File: src/rtl/csr_tohost_fifo.sv
// Captures EX-stage writes to the tohost CSR into a FIFO and drains them to the host over valid/ready.
// Optional per-entry cycle timestamps are enabled with `define CSR_TOHOST_TIMESTAMP_EN.
module csr_tohost_fifo #(
  parameter int          DWIDTH      = 32,
  parameter int          DEPTH       = 8,
  parameter logic [11:0] TOHOST_ADDR = 12'h51E
) (
  input  logic                     clk,
  input  logic                     rst,
  input  logic                     csr_we,
  input  logic [11:0]              csr_addr,
  input  logic [DWIDTH-1:0]        csr_wdata,
  output logic                     fifo_full,
  output logic                     host_valid,
  input  logic                     host_ready,
  output logic [DWIDTH-1:0]        host_data,
`ifdef CSR_TOHOST_TIMESTAMP_EN
  output logic [31:0]              host_ts,
`endif
  output logic [$clog2(DEPTH):0]   count,
  output logic                     overflow,
  input  logic                     overflow_clr
);

  localparam int AW = $clog2(DEPTH);
  localparam int CW = AW + 1;

  logic [DWIDTH-1:0] mem_q [DEPTH];
  logic [AW-1:0]     wrPtr_q, wrPtr_d;
  logic [AW-1:0]     rdPtr_q, rdPtr_d;
  logic [CW-1:0]     count_q, count_d;
  logic              full_q, full_d;
  logic              overflow_q, overflow_d;
  logic              push, pop, isFull, accept, drop;

  // A pop in the same cycle frees a slot, so a push at full is still accepted then.
  always_comb begin
    push       = csr_we && (csr_addr == TOHOST_ADDR);
    pop        = (count_q != '0) && host_ready;
    isFull     = (count_q == CW'(DEPTH));
    accept     = push && (!isFull || pop);
    drop       = push && isFull && !pop;
    wrPtr_d    = accept ? wrPtr_q + AW'(1) : wrPtr_q;
    rdPtr_d    = pop ? rdPtr_q + AW'(1) : rdPtr_q;
    count_d    = count_q + CW'(accept) - CW'(pop);
    full_d     = (count_d == CW'(DEPTH));
    overflow_d = drop ? 1'b1 : (overflow_clr ? 1'b0 : overflow_q);
  end

  always_ff @(posedge clk or posedge rst) begin
    if (rst) begin
      wrPtr_q    <= '0;
      rdPtr_q    <= '0;
      count_q    <= '0;
      full_q     <= 1'b0;
      overflow_q <= 1'b0;
    end else begin
      wrPtr_q    <= wrPtr_d;
      rdPtr_q    <= rdPtr_d;
      count_q    <= count_d;
      full_q     <= full_d;
      overflow_q <= overflow_d;
    end
  end

  always_ff @(posedge clk or posedge rst) begin
    if (rst) begin
      for (int i = 0; i < DEPTH; i++) mem_q[i] <= '0;
    end else if (accept) begin
      mem_q[wrPtr_q] <= csr_wdata;
    end
  end

`ifdef CSR_TOHOST_TIMESTAMP_EN
  logic [31:0] tsCnt_q;
  logic [31:0] tsMem_q [DEPTH];

  // The stamp is the counter value at the accepting edge, before it increments.
  always_ff @(posedge clk or posedge rst) begin
    if (rst) begin
      tsCnt_q <= '0;
      for (int i = 0; i < DEPTH; i++) tsMem_q[i] <= '0;
    end else begin
      tsCnt_q <= tsCnt_q + 32'd1;
      if (accept) tsMem_q[wrPtr_q] <= tsCnt_q;
    end
  end

  assign host_ts = tsMem_q[rdPtr_q];
`endif

  assign fifo_full  = full_q;
  assign host_valid = (count_q != '0);
  assign host_data  = mem_q[rdPtr_q];
  assign count      = count_q;
  assign overflow   = overflow_q;

endmodule
File: config.mk
export PLATFORM = sky130hd
export DESIGN_NAME = csr_tohost_fifo
export DESIGN_NICKNAME = d
export VERILOG_FILES = /design/src/rtl/csr_tohost_fifo.sv
export SDC_FILE = /design/constraint.sdc
export NUM_CORES = 1
export LEC_CHECK = 0
export BUFFER_PORTS_ARGS = -buffer_cell sky130_fd_sc_hd__buf_2
export CORE_MARGIN = 2
export CORE_UTILIZATION = 65
export DETAILED_ROUTE_END_ITERATION = 10
export GPL_TIMING_DRIVEN = 0
export PLACE_DENSITY = 0.82
export SLEW_MARGIN = 10
export SYNTH_ARGS = -nofsm -noshare
export SYNTH_HDL_FRONTEND = slang
export SYNTH_SLANG_ARGS = --single-unit
export TNS_END_PERCENT = 5
File: constraint.sdc
create_clock -name clk -period 18.9 [get_ports clk]
set_clock_uncertainty 0.1 [all_clocks]
set_input_delay 1.89 -clock clk [delete_from_list [all_inputs] [get_ports clk]]
set_output_delay 1.89 -clock clk [all_outputs]
set_load 0.005 [all_outputs]
## Word level (Yosys, flattened, before mapping)

Cells that the tools add are included.

| word-level totals | value |
|---|---|
| word-level logic and storage cells | 44 |
| register bits | 268 |
| memories kept | 0 |
| bits in read-only memories | 0 |
| output and inout bits | 39 |
| bits in writable memories | 0 |
| latch bits | 0 |

| cells by class | value |
|---|---|
| bitwise operators | 2 |
| $add $sub $neg | 4 |
| reduce and logical (&&, ||, !) cells | 11 |
| equal/unequal tests | 3 |
| magnitude comparators | 3 |
| $mul | 0 |
| muxes and demuxes | 8 |
| shifts and indexed selects | 0 |
| div/mod/pow operators | 0 |

Operator list:

| kind | number |
|---|---|
| bitwise mux 256 bit | 1 |
| binary-select mux 32 bit (select 3 bit) | 1 |
| demux 32 bit (select 3 bit) | 1 |
| 2-to-1 mux 32 bit | 3 |
| equality test 12 x 11 -> 1 bit, second input constant | 1 |
| equality test 4 bit, second input constant | 2 |
| greater-or-equal comparator 4 bit, second input constant | 2 |
| NOT 3 -> 4 bit | 2 |
| adder 3 x 1 -> 3 bit, second input constant | 2 |
| logical AND 1 bit | 6 |
| adder 4 x 1 -> 4 bit | 1 |
| < comparator 4 x 1 -> 1 bit, second input constant | 1 |
| nonzero test 4 bit | 1 |
| subtractor 4 x 1 -> 4 bit | 1 |
| logical NOT 1 bit | 2 |
| 2-to-1 mux 1 bit | 2 |
| nonzero test 2 bit | 1 |
| logical OR 1 bit | 1 |

## Depth between registers and ports, before layout

| depth | value |
|---|---|
| word-level depth | 7 |
| gate-level depth with buffers | 12 |
| depth with buffers taken out | 12 |

## Worst setup path before layout

No wires, ideal clock.

| timing | value |
|---|---|
| path type | input to register |
| start | input csr_addr[0] |
| end | register full_q (netlist: fifo_full) |
| slack | 14.684 ns |
| cell stages on the path | 10 |
| arrival time | 4.010 ns |
| library setup time | 0.105 ns |
| cell sequence | nor4bb_1 -> and4_1 -> clkbuf_1 -> nand4_1 -> ha_1 -> inv_1 -> ha_1 -> fa_1 -> xor2_1 -> nor4b_1 |

| between the ends | value |
|---|---|
| longest elaborated chain between the ends | 6 |

Ends and longest elaborated chain:

| item | RTL line | text |
|---|---|---|
| start, declared | 11 | `input logic [11:0] csr_addr,` |
| equality test 12 x 11 -> 1 bit | 38 | `push = csr_we && (csr_addr == TOHOST_ADDR);` |
| logical AND 1 bit | 38 |  |
| logical AND 1 bit | 41 | `accept = push && (!isFull \|\| pop);` |
| adder 4 x 1 -> 4 bit | 45 | `count_d = count_q + CW'(accept) - CW'(pop);` |
| subtractor 4 x 1 -> 4 bit | 45 |  |
| net count_d[2] | 31 | `logic [CW-1:0] count_q, count_d;` |
| equality test 4 bit | 46 | `full_d = (count_d == CW'(DEPTH));` |
| net full_d | 32 | `logic full_q, full_d;` |
| end signal, assigned | 61 | `full_q <= full_d;` |
| end, declared | 32 |  |

The timed path passes the listed nets, and every way through them passes these cells.
A chain may end at the register's enable or synchronous reset.

## Final worst setup path

| timing | value |
|---|---|
| start | register rdPtr_q[0] |
| end | output host_data[29] |

| between the ends | value |
|---|---|
| longest elaborated chain between the ends | 4 |

Ends and longest elaborated chain:

| item | RTL line | text |
|---|---|---|
| start, declared | 30 | `logic [AW-1:0] rdPtr_q, rdPtr_d;` |
| start signal, assigned | 59 | `rdPtr_q <= rdPtr_d;` |
| NOT 3 -> 4 bit (implied by the code) | 94 | `assign host_data = mem_q[rdPtr_q];` |
| binary-select mux 32 bit (select 3 bit) | 94 |  |
| 2-to-1 mux 32 bit (implied by the code) (2 in a row) | 94 |  |
| end, declared | 16 | `output logic [DWIDTH-1:0] host_data,` |

Every way passes these cells. The select of a mux whose other input is x is not followed.

==> results.cfg <==
[timing]
finalSetupViolCount = 0
whs_ns = 0.386
period_minus_slack_ns = 5.54
rsz0062_at_grt = no
fmax_mhz = 181
fin_crit_sh_pct = 29.3
hold_viol = 0
finalMaxSlewViolations = 0
slew_headroom_pct = 25.0
worst_pin_slew_ns = 1.12
setup-tns-final_ns = 0

[final_layout]
regArea_sq_mm = 0.00671
nFillCells = 1086
final_nets = 904
drive_above_1_share_pct = 57.4
area_delta_synth_final_pct = 14.0
multi_input_area_sq_mm = 0.00523

[floorplan]
fp.coreArea_sq_mm = 0.0186
dieHeight_microns = 141
dieWidth_microns = 141
start_util_pct = 65.6
pin_count = 88
rows = 50
die_area_sq_mm = 0.0199

[clocking]
tritoncts = built
cts_hold_buf = 0
cts.sink_count = 268
clkTransAtPathRegs_ns = 0.06
postCtsSetupBuffers = 0
cts-root-buf = clkbuf_16
cts.htree.levels = 1
cts_repair_resize_count = 0
numCtsBuffers = 27
clk_latency_ns = 0.52
cts.path.max_buffers = 3

[synth]
yosysUniqueCellTypes = 31
yosys.area.top_type = dfrtp_1
synthTopCellsByArea = dfrtp_1, mux2_2, mux4_2
ys.flop_type = dfrtp_1
synthesis.nets = 786
ys_seq_area_share_pct = 55.0
yosys.area.top_type_share_pct = 55.0
syn_inst = 728
async_reset_ff_share_pct = 100
netlist_area_sq_mm = 0.0122
yosysWarnings = 0
syn_area_per_cell_sq_um = 16.7
ys_ff_latch = 268
synth-edff-count = 0

[placement]
dp_hpwl_microns = 17300
place_congestion = 0.757
port_buffers = 87

[route]
vias = 6845
drt_wl_total_microns = 26500
wl_per_cell_microns = 24.0
drc = 0
antenna_left = 0
drt_iter0_drc = 406
vias_per_cell = 6.22
firstDrtPassIters = 4

[setup_path]
cp_max_fo = 10
worstSetupPathType = reg2out
cp_cell_sequence = buf_2 -> buf_1 -> clkbuf_1 -> mux4_2 -> mux2_2 -> buf_2
cp.required_ns = 16.91
critical_path.endpoint_type = primary output
setup.worst_path.start_class = flop
worstPathArrival_ns = 3.55
crit_top_cell = buf_2
critPathSlowestCell = clkbuf_1
cpPeakStageDelay_ns = 0.72

[status]
status = complete, no violations

[power]
power_switching_uw = 384
p_clk_share_pct = 39.5
peakVddDrop_uv = 85.4
power.leakage_nw = 7.11
swShare_pct = 27.5
p_per_area_mw_per_mm2 = 101
seqPwrFrac_pct = 42.1
p_int_mw = 1.01
p_comb_share_pct = 18.4
power_mw = 1.40

[hold_path]
hold_class = reg2reg

[flow_run]
cap_violations = 0

[grt]
grt_pass1_vias = 7658
grt_max_degree = 133
grt_pass1_wl_microns = 42200
grt.total_usage_pct = 27.9
grt_overflow_total = 0
antenna_found_initial = 1
-- through the flow --
stage	cell area (sq um)	utilization, %	setup slack (ns)	cells
finish	13900	74.8	13.36	1101
global route	13900	74.8	13.17	1100
CTS	13900	74.8	13.33	1100
detailed placement	13000	69.8	13.90	1051
global placement	12900	69.5	7.72	1049
floorplan	12200	-	9.53	728
-- cells in the mapped netlist, types with 5 or more instances --
cell type	n
nand4_1	5
mux2_4	29
clkbuf_1	24
mux2_2	252
mux2_1	9
inv_1	9
buf_1	6
buf_2	14
dfrtp_1	268
ha_1	8
mux4_2	64
-- final cells by class --
class	instances	area share [%]
diodes	1	0.0180
plain buffers	47	1.56
multi-input cells	404	37.6
clock inverters	12	1.17
well taps	234	2.11
clock buffers	37	5.42
repair buffers	89	3.53
inverters	9	0.297
flip-flops and latches	268	48.3
-- critical path, delay by kind of cell, from the launching register on --
family | cells | cell delay (ns)
DFF | 1 | 0.38
buffers and inverters | 4 | 1.91
muxes | 2 | 0.73
-- per-layer routing --
layer / share of wire, % / global-route usage [%] / wire length, microns
met1: 41 / 36.8 / 10900
met2: 51 / 48.1 / 13500
met3: 5.0 / 5.06 / 1330
met4: 2.8 / 8.21 / 737
met5: 0 / 0 / 0
-- cell usage in the layout, fill, tap and decap left out, types with 2 or more instances in the layout --
| cell type | synthesis | layout |
|---|---|---|
| and4_1 | 4 | 4 |
| buf_1 | 6 | 6 |
| buf_16 | 0 | 2 |
| buf_2 | 14 | 101 |
| buf_6 | 3 | 3 |
| bufinv_16 | 0 | 4 |
| clkbuf_1 | 24 | 30 |
| clkbuf_16 | 0 | 27 |
| clkbuf_8 | 0 | 4 |
| clkinv_2 | 0 | 7 |
| dfrtp_1 | 268 | 268 |
| ha_1 | 8 | 8 |
| inv_1 | 9 | 8 |
| mux2_1 | 9 | 9 |
| mux2_2 | 252 | 252 |
| mux2_4 | 29 | 29 |
| mux4_2 | 64 | 64 |
| nand2_1 | 4 | 4 |
| nand2b_1 | 2 | 2 |
| nand3_1 | 4 | 4 |
| nand4_1 | 5 | 5 |
| nor2_1 | 2 | 2 |
| nor2b_1 | 3 | 3 |
| nor4b_1 | 2 | 2 |
| xnor2_1 | 4 | 4 |
| xor2_1 | 2 | 2 |
-- power by group through the flow --
stage | combinational (mW) | sequential [mW] | clock, mW
final | 0.257 | 0.589 | 0.552
after global routing | 0.277 | 0.590 | 0.581
after CTS | 0.259 | 0.589 | 0.555
after detailed placement | 0.257 | 0.599 | 0
after global placement | 0.245 | 0.599 | 0
after floorplan | 0.172 | 0.599 | 0
-- path summary, 6_finish.rpt --
path                       startpoint             to  slack, ns  cells past startpoint
max in group asynchronous         rst     mem_q[242]      16.56                      3
hold reg to reg            mem_q[238]     mem_q[238]       0.39                      1
min in group asynchronous         rst     mem_q[224]       1.21                      2
hold / removal             mem_q[238]     mem_q[238]       0.39                      1
setup reg to reg             count[2]     mem_q[172]      15.96                      8
setup / recovery           rdPtr_q[0]  host_data[29]      13.36                      6
-- flip-flops by register name, indices dropped and copies added (netlist names) --
name and count:
count 4, fifo_full 1, mem_q 256, overflow 1, rdPtr_q 3, wrPtr_q 3
-- cell families after synthesis --
| logic type | Yosys count | synth area share [%] |
|---|---|---|
| buf+inv | 56 | 2.05 |
| flops | 268 | 55.0 |
| compound gates | 5 | 0.359 |
| simple gates | 30 | 1.62 |
| fa+ha+maj | 9 | 0.986 |
| mux | 354 | 39.5 |
| xor+xnor | 6 | 0.431 |
No activity file was read; power rests on OpenSTA's default activity.
